==> src/rtl/axi4_fragmenter_lite_if.sv <==
// Bus bundle for axi4_fragmenter_lite: master-facing (in_*) and fragment-facing (out_*) channels.
// The slave modport is the fragmenter's view; master is the environment's view.
interface axi4_fragmenter_lite_if #(
  parameter int ID_W   = 4,
  parameter int ADDR_W = 30,
  parameter int DATA_W = 32
);
  logic                in_aw_valid;
  logic                in_aw_ready;
  logic [ID_W-1:0]     in_aw_bits_id;
  logic [ADDR_W-1:0]   in_aw_bits_addr;
  logic [7:0]          in_aw_bits_len;
  logic [2:0]          in_aw_bits_size;
  logic [1:0]          in_aw_bits_burst;
  logic                in_w_valid;
  logic                in_w_ready;
  logic [DATA_W-1:0]   in_w_bits_data;
  logic [DATA_W/8-1:0] in_w_bits_strb;
  logic                in_w_bits_last;
  logic                in_b_valid;
  logic                in_b_ready;
  logic [ID_W-1:0]     in_b_bits_id;
  logic [1:0]          in_b_bits_resp;
  logic                in_ar_valid;
  logic                in_ar_ready;
  logic [ID_W-1:0]     in_ar_bits_id;
  logic [ADDR_W-1:0]   in_ar_bits_addr;
  logic [7:0]          in_ar_bits_len;
  logic [2:0]          in_ar_bits_size;
  logic [1:0]          in_ar_bits_burst;
  logic                in_r_valid;
  logic                in_r_ready;
  logic [ID_W-1:0]     in_r_bits_id;
  logic [DATA_W-1:0]   in_r_bits_data;
  logic [1:0]          in_r_bits_resp;
  logic                in_r_bits_last;

  logic                out_aw_valid;
  logic                out_aw_ready;
  logic [ID_W-1:0]     out_aw_bits_id;
  logic [ADDR_W-1:0]   out_aw_bits_addr;
  logic                out_aw_bits_echo_real_last;
  logic                out_w_valid;
  logic                out_w_ready;
  logic [DATA_W-1:0]   out_w_bits_data;
  logic [DATA_W/8-1:0] out_w_bits_strb;
  logic                out_b_valid;
  logic                out_b_ready;
  logic [ID_W-1:0]     out_b_bits_id;
  logic [1:0]          out_b_bits_resp;
  logic                out_b_bits_echo_real_last;
  logic                out_ar_valid;
  logic                out_ar_ready;
  logic [ID_W-1:0]     out_ar_bits_id;
  logic [ADDR_W-1:0]   out_ar_bits_addr;
  logic                out_ar_bits_echo_real_last;
  logic                out_r_valid;
  logic                out_r_ready;
  logic [ID_W-1:0]     out_r_bits_id;
  logic [DATA_W-1:0]   out_r_bits_data;
  logic [1:0]          out_r_bits_resp;
  logic                out_r_bits_echo_real_last;

  modport slave (
    input  in_aw_valid, in_aw_bits_id, in_aw_bits_addr, in_aw_bits_len, in_aw_bits_size, in_aw_bits_burst,
    output in_aw_ready,
    input  in_w_valid, in_w_bits_data, in_w_bits_strb, in_w_bits_last,
    output in_w_ready,
    output in_b_valid, in_b_bits_id, in_b_bits_resp,
    input  in_b_ready,
    input  in_ar_valid, in_ar_bits_id, in_ar_bits_addr, in_ar_bits_len, in_ar_bits_size, in_ar_bits_burst,
    output in_ar_ready,
    output in_r_valid, in_r_bits_id, in_r_bits_data, in_r_bits_resp, in_r_bits_last,
    input  in_r_ready,
    output out_aw_valid, out_aw_bits_id, out_aw_bits_addr, out_aw_bits_echo_real_last,
    input  out_aw_ready,
    output out_w_valid, out_w_bits_data, out_w_bits_strb,
    input  out_w_ready,
    input  out_b_valid, out_b_bits_id, out_b_bits_resp, out_b_bits_echo_real_last,
    output out_b_ready,
    output out_ar_valid, out_ar_bits_id, out_ar_bits_addr, out_ar_bits_echo_real_last,
    input  out_ar_ready,
    input  out_r_valid, out_r_bits_id, out_r_bits_data, out_r_bits_resp, out_r_bits_echo_real_last,
    output out_r_ready
  );

  modport master (
    output in_aw_valid, in_aw_bits_id, in_aw_bits_addr, in_aw_bits_len, in_aw_bits_size, in_aw_bits_burst,
    input  in_aw_ready,
    output in_w_valid, in_w_bits_data, in_w_bits_strb, in_w_bits_last,
    input  in_w_ready,
    input  in_b_valid, in_b_bits_id, in_b_bits_resp,
    output in_b_ready,
    output in_ar_valid, in_ar_bits_id, in_ar_bits_addr, in_ar_bits_len, in_ar_bits_size, in_ar_bits_burst,
    input  in_ar_ready,
    input  in_r_valid, in_r_bits_id, in_r_bits_data, in_r_bits_resp, in_r_bits_last,
    output in_r_ready,
    input  out_aw_valid, out_aw_bits_id, out_aw_bits_addr, out_aw_bits_echo_real_last,
    output out_aw_ready,
    input  out_w_valid, out_w_bits_data, out_w_bits_strb,
    output out_w_ready,
    output out_b_valid, out_b_bits_id, out_b_bits_resp, out_b_bits_echo_real_last,
    input  out_b_ready,
    input  out_ar_valid, out_ar_bits_id, out_ar_bits_addr, out_ar_bits_echo_real_last,
    output out_ar_ready,
    output out_r_valid, out_r_bits_id, out_r_bits_data, out_r_bits_resp, out_r_bits_echo_real_last,
    input  out_r_ready
  );
endinterface

==> src/rtl/axi4_fragmenter_lite.sv <==
// Splits AXI4 bursts into single-beat fragments tagged with echo_real_last, and
// rebuilds bursts on the way back (merged B response, R last from the echoed tag).
//
// Fragment engine states (one engine for AW, one for AR):
//   state | meaning
//   IDLE  | next fragment is the first beat, taken straight from the master's request
//   BUSY  | mid-burst; address and remaining count come from the engine registers
module axi4_fragmenter_lite #(
  parameter int ID_W         = 4,
  parameter int ADDR_W       = 30,
  parameter int DATA_W       = 32,
  parameter int W_CREDIT_MAX = 8
) (
  input logic clock,
  input logic reset,
  axi4_fragmenter_lite_if.slave bus
);
  localparam int CREDIT_W = $clog2(W_CREDIT_MAX + 1);
  localparam int NUM_ID   = 1 << ID_W;

  typedef enum logic {IDLE, BUSY} engState_e;

  function automatic logic [ADDR_W-1:0] nextAddr(input logic [ADDR_W-1:0] addr,
                                                 input logic [7:0] len,
                                                 input logic [2:0] size,
                                                 input logic [1:0] burst);
    logic [ADDR_W-1:0] incr;
    logic [ADDR_W-1:0] mask;
    incr = addr + (ADDR_W'(1) << size);
    mask = ((ADDR_W'(len) + ADDR_W'(1)) << size) - ADDR_W'(1);
    case (burst)
      2'd0:    nextAddr = addr;
      2'd2:    nextAddr = (addr & ~mask) | (incr & mask);
      default: nextAddr = incr;
    endcase
  endfunction

  engState_e         awState, arState;
  logic [7:0]        awRemQ, arRemQ;
  logic [ADDR_W-1:0] awAddrQ, arAddrQ;
  logic [7:0]        awRem, arRem;
  logic [ADDR_W-1:0] awAddr, arAddr;
  logic [CREDIT_W-1:0] credit;
  logic creditOk, creditAvail, awFire, arFire, wFire;

  assign awRem  = (awState == BUSY) ? awRemQ  : bus.in_aw_bits_len;
  assign awAddr = (awState == BUSY) ? awAddrQ : bus.in_aw_bits_addr;
  assign arRem  = (arState == BUSY) ? arRemQ  : bus.in_ar_bits_len;
  assign arAddr = (arState == BUSY) ? arAddrQ : bus.in_ar_bits_addr;

  // AW issue is throttled so at most W_CREDIT_MAX fragments wait for their W beat
  assign creditOk    = credit < CREDIT_W'(W_CREDIT_MAX);
  assign creditAvail = credit != '0;

  assign bus.out_aw_valid               = bus.in_aw_valid & creditOk;
  assign bus.out_aw_bits_id             = bus.in_aw_bits_id;
  assign bus.out_aw_bits_addr           = awAddr;
  assign bus.out_aw_bits_echo_real_last = (awRem == 8'd0);
  assign bus.in_aw_ready                = bus.out_aw_ready & creditOk & (awRem == 8'd0);
  assign awFire                         = bus.out_aw_valid & bus.out_aw_ready;

  assign bus.out_ar_valid               = bus.in_ar_valid;
  assign bus.out_ar_bits_id             = bus.in_ar_bits_id;
  assign bus.out_ar_bits_addr           = arAddr;
  assign bus.out_ar_bits_echo_real_last = (arRem == 8'd0);
  assign bus.in_ar_ready                = bus.out_ar_ready & (arRem == 8'd0);
  assign arFire                         = bus.out_ar_valid & bus.out_ar_ready;

  always_ff @(posedge clock or negedge reset) begin
    if (!reset) begin
      awState <= IDLE;
      awRemQ  <= '0;
      awAddrQ <= '0;
    end else if (awFire) begin
      if (awRem != 8'd0) begin
        awState <= BUSY;
        awRemQ  <= awRem - 8'd1;
        awAddrQ <= nextAddr(awAddr, bus.in_aw_bits_len, bus.in_aw_bits_size, bus.in_aw_bits_burst);
      end else begin
        awState <= IDLE;
      end
    end
  end

  always_ff @(posedge clock or negedge reset) begin
    if (!reset) begin
      arState <= IDLE;
      arRemQ  <= '0;
      arAddrQ <= '0;
    end else if (arFire) begin
      if (arRem != 8'd0) begin
        arState <= BUSY;
        arRemQ  <= arRem - 8'd1;
        arAddrQ <= nextAddr(arAddr, bus.in_ar_bits_len, bus.in_ar_bits_size, bus.in_ar_bits_burst);
      end else begin
        arState <= IDLE;
      end
    end
  end

  assign bus.out_w_valid     = bus.in_w_valid & creditAvail;
  assign bus.in_w_ready      = bus.out_w_ready & creditAvail;
  assign bus.out_w_bits_data = bus.in_w_bits_data;
  assign bus.out_w_bits_strb = bus.in_w_bits_strb;
  assign wFire               = bus.in_w_valid & bus.out_w_ready & creditAvail;

  always_ff @(posedge clock or negedge reset) begin
    if (!reset) begin
      credit <= '0;
    end else begin
      case ({awFire, wFire})
        2'b10:   credit <= credit + CREDIT_W'(1);
        2'b01:   credit <= credit - CREDIT_W'(1);
        default: credit <= credit;
      endcase
    end
  end

  // Worst response seen so far per id; intermediate B beats are swallowed here
  logic [1:0] acc [NUM_ID];
  logic [1:0] accCur, mergedResp;
  logic       bEcho;

  assign bEcho      = bus.out_b_bits_echo_real_last;
  assign accCur     = acc[bus.out_b_bits_id];
  assign mergedResp = (bus.out_b_bits_resp > accCur) ? bus.out_b_bits_resp : accCur;

  assign bus.in_b_valid     = bus.out_b_valid & bEcho;
  assign bus.out_b_ready    = bEcho ? bus.in_b_ready : 1'b1;
  assign bus.in_b_bits_id   = bus.out_b_bits_id;
  assign bus.in_b_bits_resp = mergedResp;

  always_ff @(posedge clock or negedge reset) begin
    if (!reset) begin
      for (int i = 0; i < NUM_ID; i++) acc[i] <= 2'b00;
    end else if (bus.out_b_valid && bus.out_b_ready) begin
      acc[bus.out_b_bits_id] <= bEcho ? 2'b00 : mergedResp;
    end
  end

  assign bus.in_r_valid     = bus.out_r_valid;
  assign bus.out_r_ready    = bus.in_r_ready;
  assign bus.in_r_bits_id   = bus.out_r_bits_id;
  assign bus.in_r_bits_data = bus.out_r_bits_data;
  assign bus.in_r_bits_resp = bus.out_r_bits_resp;
  assign bus.in_r_bits_last = bus.out_r_bits_echo_real_last;
endmodule

==> src/flat_wrapper.sv <==
// flat-port wrapper written by rule: the top's interface ports become plain ports
module axi4_fragmenter_lite_flat 
#(
  parameter int ID_W         = 4,
  parameter int ADDR_W       = 30,
  parameter int DATA_W       = 32,
  parameter int W_CREDIT_MAX = 8
)
  (clock, reset, bus_in_aw_valid, bus_in_aw_bits_id, bus_in_aw_bits_addr, bus_in_aw_bits_len, bus_in_aw_bits_size, bus_in_aw_bits_burst, bus_in_aw_ready, bus_in_w_valid, bus_in_w_bits_data, bus_in_w_bits_strb, bus_in_w_bits_last, bus_in_w_ready, bus_in_b_valid, bus_in_b_bits_id, bus_in_b_bits_resp, bus_in_b_ready, bus_in_ar_valid, bus_in_ar_bits_id, bus_in_ar_bits_addr, bus_in_ar_bits_len, bus_in_ar_bits_size, bus_in_ar_bits_burst, bus_in_ar_ready, bus_in_r_valid, bus_in_r_bits_id, bus_in_r_bits_data, bus_in_r_bits_resp, bus_in_r_bits_last, bus_in_r_ready, bus_out_aw_valid, bus_out_aw_bits_id, bus_out_aw_bits_addr, bus_out_aw_bits_echo_real_last, bus_out_aw_ready, bus_out_w_valid, bus_out_w_bits_data, bus_out_w_bits_strb, bus_out_w_ready, bus_out_b_valid, bus_out_b_bits_id, bus_out_b_bits_resp, bus_out_b_bits_echo_real_last, bus_out_b_ready, bus_out_ar_valid, bus_out_ar_bits_id, bus_out_ar_bits_addr, bus_out_ar_bits_echo_real_last, bus_out_ar_ready, bus_out_r_valid, bus_out_r_bits_id, bus_out_r_bits_data, bus_out_r_bits_resp, bus_out_r_bits_echo_real_last, bus_out_r_ready);
  axi4_fragmenter_lite_if #(.ID_W(ID_W), .ADDR_W(ADDR_W), .DATA_W(DATA_W)) bus_i ();
  input logic clock;
  input logic reset;
  input wire logic [$bits(bus_i.in_aw_valid)-1:0] bus_in_aw_valid;
  input wire logic [$bits(bus_i.in_aw_bits_id)-1:0] bus_in_aw_bits_id;
  input wire logic [$bits(bus_i.in_aw_bits_addr)-1:0] bus_in_aw_bits_addr;
  input wire logic [$bits(bus_i.in_aw_bits_len)-1:0] bus_in_aw_bits_len;
  input wire logic [$bits(bus_i.in_aw_bits_size)-1:0] bus_in_aw_bits_size;
  input wire logic [$bits(bus_i.in_aw_bits_burst)-1:0] bus_in_aw_bits_burst;
  output wire logic [$bits(bus_i.in_aw_ready)-1:0] bus_in_aw_ready;
  input wire logic [$bits(bus_i.in_w_valid)-1:0] bus_in_w_valid;
  input wire logic [$bits(bus_i.in_w_bits_data)-1:0] bus_in_w_bits_data;
  input wire logic [$bits(bus_i.in_w_bits_strb)-1:0] bus_in_w_bits_strb;
  input wire logic [$bits(bus_i.in_w_bits_last)-1:0] bus_in_w_bits_last;
  output wire logic [$bits(bus_i.in_w_ready)-1:0] bus_in_w_ready;
  output wire logic [$bits(bus_i.in_b_valid)-1:0] bus_in_b_valid;
  output wire logic [$bits(bus_i.in_b_bits_id)-1:0] bus_in_b_bits_id;
  output wire logic [$bits(bus_i.in_b_bits_resp)-1:0] bus_in_b_bits_resp;
  input wire logic [$bits(bus_i.in_b_ready)-1:0] bus_in_b_ready;
  input wire logic [$bits(bus_i.in_ar_valid)-1:0] bus_in_ar_valid;
  input wire logic [$bits(bus_i.in_ar_bits_id)-1:0] bus_in_ar_bits_id;
  input wire logic [$bits(bus_i.in_ar_bits_addr)-1:0] bus_in_ar_bits_addr;
  input wire logic [$bits(bus_i.in_ar_bits_len)-1:0] bus_in_ar_bits_len;
  input wire logic [$bits(bus_i.in_ar_bits_size)-1:0] bus_in_ar_bits_size;
  input wire logic [$bits(bus_i.in_ar_bits_burst)-1:0] bus_in_ar_bits_burst;
  output wire logic [$bits(bus_i.in_ar_ready)-1:0] bus_in_ar_ready;
  output wire logic [$bits(bus_i.in_r_valid)-1:0] bus_in_r_valid;
  output wire logic [$bits(bus_i.in_r_bits_id)-1:0] bus_in_r_bits_id;
  output wire logic [$bits(bus_i.in_r_bits_data)-1:0] bus_in_r_bits_data;
  output wire logic [$bits(bus_i.in_r_bits_resp)-1:0] bus_in_r_bits_resp;
  output wire logic [$bits(bus_i.in_r_bits_last)-1:0] bus_in_r_bits_last;
  input wire logic [$bits(bus_i.in_r_ready)-1:0] bus_in_r_ready;
  output wire logic [$bits(bus_i.out_aw_valid)-1:0] bus_out_aw_valid;
  output wire logic [$bits(bus_i.out_aw_bits_id)-1:0] bus_out_aw_bits_id;
  output wire logic [$bits(bus_i.out_aw_bits_addr)-1:0] bus_out_aw_bits_addr;
  output wire logic [$bits(bus_i.out_aw_bits_echo_real_last)-1:0] bus_out_aw_bits_echo_real_last;
  input wire logic [$bits(bus_i.out_aw_ready)-1:0] bus_out_aw_ready;
  output wire logic [$bits(bus_i.out_w_valid)-1:0] bus_out_w_valid;
  output wire logic [$bits(bus_i.out_w_bits_data)-1:0] bus_out_w_bits_data;
  output wire logic [$bits(bus_i.out_w_bits_strb)-1:0] bus_out_w_bits_strb;
  input wire logic [$bits(bus_i.out_w_ready)-1:0] bus_out_w_ready;
  input wire logic [$bits(bus_i.out_b_valid)-1:0] bus_out_b_valid;
  input wire logic [$bits(bus_i.out_b_bits_id)-1:0] bus_out_b_bits_id;
  input wire logic [$bits(bus_i.out_b_bits_resp)-1:0] bus_out_b_bits_resp;
  input wire logic [$bits(bus_i.out_b_bits_echo_real_last)-1:0] bus_out_b_bits_echo_real_last;
  output wire logic [$bits(bus_i.out_b_ready)-1:0] bus_out_b_ready;
  output wire logic [$bits(bus_i.out_ar_valid)-1:0] bus_out_ar_valid;
  output wire logic [$bits(bus_i.out_ar_bits_id)-1:0] bus_out_ar_bits_id;
  output wire logic [$bits(bus_i.out_ar_bits_addr)-1:0] bus_out_ar_bits_addr;
  output wire logic [$bits(bus_i.out_ar_bits_echo_real_last)-1:0] bus_out_ar_bits_echo_real_last;
  input wire logic [$bits(bus_i.out_ar_ready)-1:0] bus_out_ar_ready;
  input wire logic [$bits(bus_i.out_r_valid)-1:0] bus_out_r_valid;
  input wire logic [$bits(bus_i.out_r_bits_id)-1:0] bus_out_r_bits_id;
  input wire logic [$bits(bus_i.out_r_bits_data)-1:0] bus_out_r_bits_data;
  input wire logic [$bits(bus_i.out_r_bits_resp)-1:0] bus_out_r_bits_resp;
  input wire logic [$bits(bus_i.out_r_bits_echo_real_last)-1:0] bus_out_r_bits_echo_real_last;
  output wire logic [$bits(bus_i.out_r_ready)-1:0] bus_out_r_ready;
  assign bus_i.in_aw_valid = bus_in_aw_valid;
  assign bus_i.in_aw_bits_id = bus_in_aw_bits_id;
  assign bus_i.in_aw_bits_addr = bus_in_aw_bits_addr;
  assign bus_i.in_aw_bits_len = bus_in_aw_bits_len;
  assign bus_i.in_aw_bits_size = bus_in_aw_bits_size;
  assign bus_i.in_aw_bits_burst = bus_in_aw_bits_burst;
  assign bus_in_aw_ready = bus_i.in_aw_ready;
  assign bus_i.in_w_valid = bus_in_w_valid;
  assign bus_i.in_w_bits_data = bus_in_w_bits_data;
  assign bus_i.in_w_bits_strb = bus_in_w_bits_strb;
  assign bus_i.in_w_bits_last = bus_in_w_bits_last;
  assign bus_in_w_ready = bus_i.in_w_ready;
  assign bus_in_b_valid = bus_i.in_b_valid;
  assign bus_in_b_bits_id = bus_i.in_b_bits_id;
  assign bus_in_b_bits_resp = bus_i.in_b_bits_resp;
  assign bus_i.in_b_ready = bus_in_b_ready;
  assign bus_i.in_ar_valid = bus_in_ar_valid;
  assign bus_i.in_ar_bits_id = bus_in_ar_bits_id;
  assign bus_i.in_ar_bits_addr = bus_in_ar_bits_addr;
  assign bus_i.in_ar_bits_len = bus_in_ar_bits_len;
  assign bus_i.in_ar_bits_size = bus_in_ar_bits_size;
  assign bus_i.in_ar_bits_burst = bus_in_ar_bits_burst;
  assign bus_in_ar_ready = bus_i.in_ar_ready;
  assign bus_in_r_valid = bus_i.in_r_valid;
  assign bus_in_r_bits_id = bus_i.in_r_bits_id;
  assign bus_in_r_bits_data = bus_i.in_r_bits_data;
  assign bus_in_r_bits_resp = bus_i.in_r_bits_resp;
  assign bus_in_r_bits_last = bus_i.in_r_bits_last;
  assign bus_i.in_r_ready = bus_in_r_ready;
  assign bus_out_aw_valid = bus_i.out_aw_valid;
  assign bus_out_aw_bits_id = bus_i.out_aw_bits_id;
  assign bus_out_aw_bits_addr = bus_i.out_aw_bits_addr;
  assign bus_out_aw_bits_echo_real_last = bus_i.out_aw_bits_echo_real_last;
  assign bus_i.out_aw_ready = bus_out_aw_ready;
  assign bus_out_w_valid = bus_i.out_w_valid;
  assign bus_out_w_bits_data = bus_i.out_w_bits_data;
  assign bus_out_w_bits_strb = bus_i.out_w_bits_strb;
  assign bus_i.out_w_ready = bus_out_w_ready;
  assign bus_i.out_b_valid = bus_out_b_valid;
  assign bus_i.out_b_bits_id = bus_out_b_bits_id;
  assign bus_i.out_b_bits_resp = bus_out_b_bits_resp;
  assign bus_i.out_b_bits_echo_real_last = bus_out_b_bits_echo_real_last;
  assign bus_out_b_ready = bus_i.out_b_ready;
  assign bus_out_ar_valid = bus_i.out_ar_valid;
  assign bus_out_ar_bits_id = bus_i.out_ar_bits_id;
  assign bus_out_ar_bits_addr = bus_i.out_ar_bits_addr;
  assign bus_out_ar_bits_echo_real_last = bus_i.out_ar_bits_echo_real_last;
  assign bus_i.out_ar_ready = bus_out_ar_ready;
  assign bus_i.out_r_valid = bus_out_r_valid;
  assign bus_i.out_r_bits_id = bus_out_r_bits_id;
  assign bus_i.out_r_bits_data = bus_out_r_bits_data;
  assign bus_i.out_r_bits_resp = bus_out_r_bits_resp;
  assign bus_i.out_r_bits_echo_real_last = bus_out_r_bits_echo_real_last;
  assign bus_out_r_ready = bus_i.out_r_ready;
  axi4_fragmenter_lite #(.ID_W(ID_W), .ADDR_W(ADDR_W), .DATA_W(DATA_W), .W_CREDIT_MAX(W_CREDIT_MAX)) u_core (.clock(clock), .reset(reset), .bus(bus_i));
endmodule
==> config.mk <==
export PLATFORM = sky130hd
export DESIGN_NAME = axi4_fragmenter_lite_flat
export DESIGN_NICKNAME = d
export VERILOG_FILES = /design/src/rtl/axi4_fragmenter_lite_if.sv /design/src/rtl/axi4_fragmenter_lite.sv /design/src/flat_wrapper.sv
export SDC_FILE = /design/constraint.sdc
export NUM_CORES = 1
export LEC_CHECK = 0
export ABC_CLOCK_PERIOD_IN_PS = 5200
export BUFFER_PORTS_ARGS = -buffer_cell sky130_fd_sc_hd__buf_4
export CORE_ASPECT_RATIO = 0.7
export CORE_UTILIZATION = 50
export CTS_CLUSTER_DIAMETER = 30
export DETAILED_ROUTE_END_ITERATION = 8
export PLACE_DENSITY = 0.83
export SKIP_LAST_GASP = 1
export SLEW_MARGIN = 20
export SYNTH_ARGS = -nofsm -noshare
export SYNTH_HDL_FRONTEND = slang
export SYNTH_SLANG_ARGS = --single-unit
==> constraint.sdc <==
create_clock -name clock -period 5.2 [get_ports clock]
set_clock_uncertainty 0.1 [all_clocks]
set_input_delay 0.52 -clock clock [delete_from_list [all_inputs] [get_ports clock]]
set_output_delay 0.52 -clock clock [all_outputs]
set_load 0.03 [all_outputs]
==> out/results.md, run 1 <==
| Group | Quantity | Value |
|---|---|---|
| route | Final routed wire length divided by cell count | 18.5 um |
| worst setup path | Maximum net fanout on the critical path | 29 |
| synth | Post-synthesis average cell area | 8.23 um^2 |
| synth | Distinct cell type count of the synthesized netlist | 99 |
| timing | Sum of negative setup slack | 0 ns |
| global route | Global-route wire length before repair | 51200 um |
| place | Total half-perimeter wirelength after legalization and detailed placement | 24400 um |
| timing | Share of the clock period used by the worst path | 0.816 |
| clock network | Clock-pin slew on the worst setup and hold paths | 0.06 ns |
| worst setup path | Endpoint of the worst register-to-register path | u_core.awAddrQ[15] |
| global route | Overall Global Routing Usage | 0.272 |
| worst setup path | Arrival @ worst endpoint | 4.44 ns |
| clock network | Clock sink total | 114 |
| synth | Number of warnings issued by yosys | 0 |
| floorplanning | Effective utilization at floorplan | 0.520 |
| global route | Number of global-route vias before repair | 10000 |
| route | DRC violation count after routing | 0 |
| route | Ratio of routed vias to standard cells | 6.09 |
| timing | Max transition margin | 0.291 |
| clock network | Number of post-CTS setup repair buffers | 0 |
| global route | Total global routing overflow | 0 |
| worst setup path | Most Frequent Cell on Critical Path | nor2_1 |
| layout | ANT cells | 0 |
| worst setup path | Number of buffer and inverter instances along the worst setup path | 1 |
| worst setup path | Kind of cell with the highest combined delay on the critical path | simple AND/OR/NAND/NOR gates |
| timing | Finish-stage setup viols | 0 |
| timing | Shortest clock period the worst path allows after layout | 4.24 ns |
| place | DP Cell Count | 1715 |
| worst setup path | Length in cells of the worst reg-to-reg path | 13 |
| route | Number of antenna-violating nets in the routed design | 0 |
| layout | Total Nets Final | 1651 |
| route | Routed WL | 32300 um |
| clock network | Clock tree buffer depth | 2 |
| worst setup path | Worst-path cell with the longest stage delay | dfrtp_2 |
| outcome | Result of the run | finished clean |
| floorplanning | Overall die height | 129 um |
| flow run | Number of maximum-capacitance constraint violations | 0 |
| synth | Synth Flop Type | dfrtp_1 |
| layout | Final cell count without fillers | 1746 |
| timing | Number of hold-slack violations in the final timing report | 0 |
| route | Iteration-0 DRC Markers | 1024 |
| route | Routed via count | 10600 |
| layout | Proportion of layout cells with a drive suffix above 1 | 0.245 |
| synth | Share of synthesized registers carrying an async set or reset | 1.00 |
| floorplanning | Placeable core area | 22100 um^2 |
| synth | Sequential fraction of the synthesis area | 0.249 |
| clock network | Clock latency reported for the late side of the worst-skew pair | 0.42 ns |
| worst setup path | Flop-to-flop setup slack | 0.96 ns |
| synth | Post-synth EDFFs | 0 |
| clock network | Clk Tree Root Cell | clkbuf_16 |
| floorplanning | Number of cell rows | 45 |
| timing | Worst Max-Slew Pin Slew | 1.06 ns |
| power | Maximum resistive drop on vdd | 0.000430 V |
| clock network | Clock tree from TritonCTS | yes |
| hold path | Worst hold path class | in -> async |
| floorplanning | Die X-Extent | 183 um |
| layout | Final core utilization | 0.579 |
| clock network | Total CTS buffers | 17 |
| layout | Layout-stage area growth over the synthesis result | 11.5% |
| worst setup path | Critical path endpoint category | flop |
| worst setup path | CP max stage delay | 0.72 ns |
| power | Power Density | 410 nW/um^2 |
| clock network | Number of H-tree levels | 4 |
| place | Port bufs | 178 |
| worst setup path | Category of the worst setup path launch point | flop |
| floorplanning | # IOs | 350 |
| synth | Area of the mapped netlist | 11500 um^2 |
| synth | Flop and latch count out of synthesis | 114 |
| worst setup path | R2R Path Start | u_core.awState |
| worst setup path | Classification of the worst setup path | reg -> reg |
| power | Leak Pwr | 5.55 nW |
| timing | Worst Hold Margin | 0.0403 ns |
| clock network | Post_cts resized | 0 |
| place | Weighted congestion at the end of routability-driven global placement | 0.952 |
| timing | RSZ-0062 raised after global routing | no |
| floorplanning | Die Area | 23600 um^2 |
| synth | Number of nets produced by synthesis | 1616 |
| worst setup path | Required time of the critical path | 5.39 ns |
| layout | Most common cell after layout, fill and taps aside | buf_4 |
| worst setup path | Crit path cell chain | buf_4, mux2_2, ha_1, o21ai_0, nor2_1, a211oi_1, nand2b_1, nor2_1, nand4_1, mux2i_1, nor2_1, xnor2_1, o21ai_1 |
| global route | Initial antenna violation count | 0 |
| timing | Maximum clock frequency | 0.236 GHz |
| clock network | Post-CTS Hold Fix Bufs | 0 |
| timing | Number of slew-limit violations in the final report | 0 |
| global route | Maximum number of pins on one net before global-route repair | 78 |
| layout | Leading cell types in the layout, fill and taps excluded | buf_4 (184), nand2_1 (141), dfrtp_1 (112), nor2_1 (99), o21ai_0 (87) |
| synth | Instance count of the mapped netlist | 1394 |
| route | Number of detailed-route iterations in the first pass | 5 |
## cell type report
| class | count | area, um^2 |
|---|---|---|
| clock buffer | 19 | 443 |
| clock inverter | 12 | 135 |
| fill | 1986 | 9290 |
| inverter | 59 | 221 |
| multi-input combinational | 1052 | 7360 |
| sequential | 114 | 2860 |
| tap | 305 | 382 |
| timing repair buffer | 185 | 1390 |
## through the flow
step	power, mW	setup WS, ns	cell area (um^2)
2_1_floorplan	3.40	0.330	11500
3_3_place_gp	3.95	0.883	12200
3_5_place_dp	4.05	0.770	12200
4_1_cts	5.24	1.06	12800
5_1_grt	5.57	0.758	12800
6_report	5.24	0.957	12800
## where the power goes
part           leakage, nW  internal (mW)  switching [mW]
Sequential            1.46           1.18           0.237
Combinational         3.82           1.09            1.58
Clock                0.271          0.715           0.444
## per-layer routing
| metal | track usage | vias to the layer above | routed length, um |
|---|---|---|---|
| met5 | 0 | - | 0 |
| met4 | 0.0833 | 0 | 506 |
| met3 | 0.0776 | 44 | 3110 |
| met2 | 0.404 | 574 | 14000 |
| met1 | 0.381 | 5006 | 14700 |
| li1 | - | 5009 | - |
## sequential cells by signal, indices dropped and copies added (netlist names)
| name | flops |
|---|---|
| u_core.awState | 1 |
| u_core.arState | 1 |
| u_core.arAddrQ | 30 |
| u_core.awAddrQ | 30 |
| u_core.awRemQ | 8 |
| u_core.arRemQ | 8 |
| u_core.acc | 32 |
| u_core.credit | 4 |
## how the worst max path moves through the flow
| stage | startpoint | end | slack, ns | cells past startpoint |
|---|---|---|---|---|
| floorplan | u_core.awState | u_core.awAddrQ[13] | 0.33 | 19 |
| global placement | bus_in_ar_bits_size[0] | u_core.arAddrQ[16] | 0.88 | 16 |
| detailed placement | bus_in_ar_bits_size[0] | u_core.arAddrQ[16] | 0.77 | 16 |
| CTS | u_core.awState | u_core.awAddrQ[15] | 1.06 | 13 |
| global route | u_core.awState | u_core.awAddrQ[13] | 0.76 | 13 |
| finish | u_core.awState | u_core.awAddrQ[15] | 0.96 | 13 |
## cells by family (layout without fill, tap and decap cells)
| group | Yosys count | after routing | synth area share |
|---|---|---|---|
| adder cells (fa/ha/maj) | 33 | 33 | 0.0380 |
| AO/OA/AOI/OAI | 332 | 332 | 0.190 |
| AND/OR/NAND/NOR | 474 | 474 | 0.217 |
| buffers and inverters | 228 | 275 | 0.110 |
| XOR/XNOR | 83 | 83 | 0.0640 |
| multiplexers | 130 | 130 | 0.133 |
| flip-flops | 114 | 114 | 0.249 |
## cells in the mapped netlist (5+ instances only)
| master | n | share of area |
|---|---|---|
| buf_1 | 6 | 0.0020 |
| nor4_1 | 12 | 0.0065 |
| xor2_1 | 18 | 0.014 |
| o21ai_1 | 24 | 0.010 |
| ha_1 | 30 | 0.033 |
| a31oi_1 | 8 | 0.0044 |
| a21o_1 | 11 | 0.0072 |
| o21ai_0 | 87 | 0.038 |
| nand2_1 | 141 | 0.046 |
| a211o_1 | 7 | 0.0053 |
| nand4_1 | 17 | 0.0093 |
| o31a_1 | 8 | 0.0061 |
| nor3b_1 | 7 | 0.0046 |
| nor4_2 | 6 | 0.0065 |
| clkbuf_1 | 46 | 0.015 |
| inv_1 | 57 | 0.019 |
| nand3_1 | 33 | 0.014 |
| nor2b_1 | 25 | 0.014 |
| or2_2 | 9 | 0.0049 |
| mux2i_1 | 43 | 0.038 |
| or3_1 | 10 | 0.0055 |
| nand2b_1 | 17 | 0.0093 |
| buf_4 | 98 | 0.064 |
| or4_1 | 5 | 0.0033 |
| mux2_2 | 76 | 0.075 |
| nor2_1 | 99 | 0.032 |
| and3_1 | 8 | 0.0044 |
| dfrtp_1 | 114 | 0.25 |
| o31ai_1 | 8 | 0.0052 |
| nor3_1 | 41 | 0.018 |
| xnor2_1 | 64 | 0.049 |
| o22ai_1 | 18 | 0.0098 |
| buf_2 | 17 | 0.0074 |
| a21oi_1 | 69 | 0.030 |
| mux4_2 | 10 | 0.020 |
| nand4b_1 | 5 | 0.0038 |
| o211ai_1 | 11 | 0.0072 |
| a211oi_1 | 9 | 0.0059 |
| and2_1 | 8 | 0.0044 |
## worst register-to-register path, delay by kind of cell, from the launching register on
kind / cells / cell delay, ns
xor+xnor: 1 / 0.15
simple gates: 5 / 1.17
fa+ha+maj: 1 / 0.33
compound gates: 3 / 0.67
mux: 2 / 0.51
flops: 1 / 0.72
buf+inv: 1 / 0.47
(Power assumes the default switching activity.)
==> inputs of run 2 (changes only) <==
--- a/config.mk
+++ b/config.mk
@@ -5,7 +5,7 @@
 export SDC_FILE = /design/constraint.sdc
 export NUM_CORES = 1
 export LEC_CHECK = 0
-export ABC_CLOCK_PERIOD_IN_PS = 5200
+export ABC_CLOCK_PERIOD_IN_PS = 4100
 export BUFFER_PORTS_ARGS = -buffer_cell sky130_fd_sc_hd__buf_4
 export CORE_ASPECT_RATIO = 0.7
 export CORE_UTILIZATION = 50
==> constraint.sdc (replaced) <==
create_clock -name clock -period 4.1 [get_ports clock]
set_clock_uncertainty 0.1 [all_clocks]
set_input_delay 0.41 -clock clock [delete_from_list [all_inputs] [get_ports clock]]
set_output_delay 0.41 -clock clock [all_outputs]
set_load 0.03 [all_outputs]
==> run 2 against run 1 <==
  * The flow now finishes with violations (hold timing)
  * Register-to-register slack worse by 0.53 ns
  * Cell count up 1.0%
  * Non-clock buffer count up 17
  * Sequential share of layout area down 0.33 points
  * First-iteration DRC count up 21%
  * Flip-flop and latch count unchanged
  * Utilization up 0.88 points
  * Design area up 1.5%
  * Critical path type unchanged
==> out/results.md, run 2 (synthesis results as in run 1) <==
| Group | Quantity | Value | Delta |
|---|---|---|---|
| power | Leak Pwr | 5.66 nW | was 5.55 nW |
| power | Clock share of power | 0.222 | was 0.221 |
| floorplanning | Overall die height | 129 um | unchanged |
| layout | Flip-flop count of the largest register after layout | 32 | unchanged |
| timing | Worst Max-Slew Pin Slew | 1.08 ns | was 1.06 ns |
| worst setup path | CP max stage delay | 0.61 ns | was 0.72 ns |
| power | Maximum resistive drop on vdd | 0.000516 V | was 0.000430 V |
| route | Routed via count | 10800 | was 10600 |
| route | DRC violation count after routing | 0 | unchanged |
| timing | Sum of negative setup slack | 0 ns | unchanged |
| global route | Number of global-route vias before repair | 10100 | was 10000 |
| worst setup path | R2R Path Start | u_core.awState | unchanged |
| route | Iteration-0 DRC Markers | 1234 | was 1024 |
| power | Switching share of power | 0.429 | was 0.431 |
| global route | Total global routing overflow | 0 | unchanged |
| clock network | Post_cts resized | 0 | unchanged |
| worst setup path | Kind of cell with the highest combined delay on the critical path | compound AO/OA/AOI/OAI gates | was simple AND/OR/NAND/NOR gates |
| clock network | Clock tree buffer depth | 2 | unchanged |
| place | Total half-perimeter wirelength after legalization and detailed placement | 25600 um | was 24400 um |
| global route | Initial antenna violation count | 0 | unchanged |
| route | Number of detailed-route iterations in the first pass | 5 | unchanged |
| worst setup path | Critical path endpoint category | flop | unchanged |
| layout | Register with the most flip-flops | u_core.acc | unchanged |
| power | Switch Pwr | 2.90 mW | was 2.26 mW |
| layout | Final cell count without fillers | 1764 | was 1746 |
| hold path | Worst hold path class | in -> async | unchanged |
| clock network | Clock latency reported for the late side of the worst-skew pair | 0.42 ns | about the same |
| timing | Maximum clock frequency | 0.272 GHz | was 0.236 GHz |
| worst setup path | Worst-path cell with the longest stage delay | dfrtp_2 | unchanged |
| outcome | Failing checks | hold timing |  |
| worst setup path | Required time of the critical path | 4.29 ns | was 5.39 ns |
| route | Routed WL | 33300 um | was 32300 um |
| worst setup path | Arrival @ worst endpoint | 3.86 ns | was 4.44 ns |
| global route | Overall Global Routing Usage | 0.282 | was 0.272 |
| clock network | Post-CTS Hold Fix Bufs | 0 | unchanged |
| power | Reg power frac | 0.266 | was 0.270 |
| power | Power share of the combinational group | 0.512 | was 0.509 |
| worst setup path | Category of the worst setup path launch point | flop | unchanged |
| layout | Layout-stage area growth over the synthesis result | 13.2% | was 11.5% |
| worst setup path | WP depth | 13 | unchanged |
| timing | Number of hold-slack violations in the final timing report | 2 | was 0 |
| floorplanning | Placeable core area | 22100 um^2 | unchanged |
| floorplanning | Die Area | 23600 um^2 | unchanged |
| layout | Layout fillers | 1927 | was 1986 |
| power | Total internal power | 3.85 mW | was 2.98 mW |
| clock network | Clock sink total | 114 | unchanged |
| timing | Max transition margin | 0.277 | was 0.291 |
| place | Port bufs | 178 | unchanged |
| worst setup path | Maximum net fanout on the critical path | 14 | was 29 |
| timing | Share of the clock period used by the worst path | 0.896 | was 0.816 |
| place | DP Cell Count | 1732 | was 1715 |
| worst setup path | Number of buffer and inverter instances along the worst setup path | 2 | was 1 |
| clock network | Number of H-tree levels | 4 | unchanged |
| global route | Maximum number of pins on one net before global-route repair | 66 | was 78 |
| layout | Most common cell after layout, fill and taps aside | buf_4 | unchanged |
| clock network | Total CTS buffers | 17 | unchanged |
| timing | Worst Hold Margin | -0.00521 ns | was 0.0403 ns |
| layout | Biggest registers after layout | u_core.acc (32), u_core.arAddrQ (30), u_core.awAddrQ (30) | unchanged |
| worst setup path | Endpoint of the worst register-to-register path | u_core.awAddrQ[13] | was u_core.awAddrQ[15] |
| clock network | Clk Tree Root Cell | clkbuf_16 | unchanged |
| flow run | Number of maximum-capacitance constraint violations | 0 | unchanged |
| layout | Proportion of layout cells with a drive suffix above 1 | 0.256 | was 0.245 |
| place | Weighted congestion at the end of routability-driven global placement | 1.00 | was 0.952 |
| worst setup path | Classification of the worst setup path | reg -> reg | unchanged |
| power | Power Density | 520 nW/um^2 | was 410 nW/um^2 |
| global route | Global-route wire length before repair | 53000 um | was 51200 um |
| route | Number of antenna-violating nets in the routed design | 0 | unchanged |
| route | Final routed wire length divided by cell count | 18.9 um | was 18.5 um |
| worst setup path | Crit path cell chain | mux2i_1, inv_1, ha_1, a211o_1, a211o_1, a211oi_1, nand2b_1, inv_1, nand4b_1, mux2_2, nand2_1, xnor2_1, o21ai_0 | was buf_4, mux2_2, ha_1, o21ai_0, nor2_1, a211oi_1, nand2b_1, nor2_1, nand4_1, mux2i_1, nor2_1, xnor2_1, o21ai_1 |
| route | Ratio of routed vias to standard cells | 6.14 | was 6.09 |
| floorplanning | Die X-Extent | 183 um | unchanged |
| timing | Number of slew-limit violations in the final report | 0 | unchanged |
| outcome | Result of the run | finished, violations left | was finished clean |
| floorplanning | # IOs | 350 | unchanged |
| clock network | Clock-pin slew on the worst setup and hold paths | 0.06 ns | about the same |
| timing | Final critical-path setup slack | 0.427 ns | was 0.957 ns |
| floorplanning | Number of cell rows | 45 | unchanged |
| timing | Finish-stage setup viols | 0 | unchanged |
| layout | Leading cell types in the layout, fill and taps excluded | buf_4 (199), nand2_1 (140), dfrtp_1 (112), nor2_1 (99), o21ai_0 (87) | was buf_4 (184), nand2_1 (141), dfrtp_1 (112), nor2_1 (99), o21ai_0 (87) |
| floorplanning | Effective utilization at floorplan | 0.520 | unchanged |
| worst setup path | Flop-to-flop setup slack | 0.43 ns | was 0.96 ns |
| worst setup path | Length in cells of the worst reg-to-reg path | 13 | unchanged |
| layout | Total Nets Final | 1668 | was 1651 |
| timing | RSZ-0062 raised after global routing | no | unchanged |
| place | Pre-CTS setup slack | 0.289 ns | was 0.770 ns |
| clock network | Number of post-CTS setup repair buffers | 0 | unchanged |
| clock network | Clock tree from TritonCTS | yes | unchanged |
| timing | Shortest clock period the worst path allows after layout | 3.67 ns | was 4.24 ns |
## run 2: cell count changes in the layout (fill, tap and decap cells not counted), moves of 2 or more
cell / before / now
buf_4: 184 / 199
mux2_4: 0 / 2
mux2_2: 76 / 74
buf_12: 0 / 3
clkbuf_8: 1 / 3
clkinv_4: 3 / 1
## run 2: through the flow
step | power, mW | hold WS, ns | utilization | cell area (um^2)
5_1_grt | 7.15 | 0.0563 | 0.588 | 13000
3_3_place_gp | 5.08 | 0.357 | 0.562 | 12400
6_report | 6.75 | -0.00521 | 0.588 | 13000
3_5_place_dp | 5.21 | 0.367 | 0.562 | 12400
4_1_cts | 6.73 | 0.0320 | 0.588 | 13000
2_1_floorplan | 4.34 | 0.0144 | - | 11500
## run 2: cell type report
class                   instances  area, um^2  area share
diodes                          1        2.50    0.000193
clock buffers                  22         474      0.0365
clock inverters                 9         106     0.00819
inverters                      59         221      0.0171
multi-input cells            1052        7380       0.569
flip-flops and latches        114        2860       0.220
well taps                     305         382      0.0294
repair buffers                202        1550       0.120
## run 2: worst max path at each step
stage                                startpoint                 end  slack, ns
after CTS                        u_core.awState  u_core.awAddrQ[15]       0.47
after detailed placement  bus_in_aw_bits_len[0]  u_core.awAddrQ[26]       0.29
final                            u_core.awState  u_core.awAddrQ[13]       0.43
after global placement    bus_in_aw_bits_len[0]  u_core.awAddrQ[26]       0.37
after global routing             u_core.awState  u_core.awAddrQ[15]       0.23
after floorplan                  u_core.awState  u_core.awAddrQ[15]       0.01
## run 2: power by group through the flow
stage          Clock, mW  Combinational [mW]  Sequential, mW
2_1_floorplan          0                2.67            1.67
3_3_place_gp           0                3.31            1.77
3_5_place_dp           0                3.42            1.79
4_1_cts             1.51                3.43            1.78
5_1_grt             1.57                3.74            1.84
6_report            1.50                3.46            1.80
## run 2: per-layer routing
metal | routed length (um) | track usage | vias to the layer above
met5 | 0 | 0 | -
met1 | 15300 | 0.413 | 5160
met3 | 3530 | 0.0770 | 44
met2 | 14100 | 0.407 | 606
li1 | - | - | 5024
met4 | 419 | 0.0706 | 0
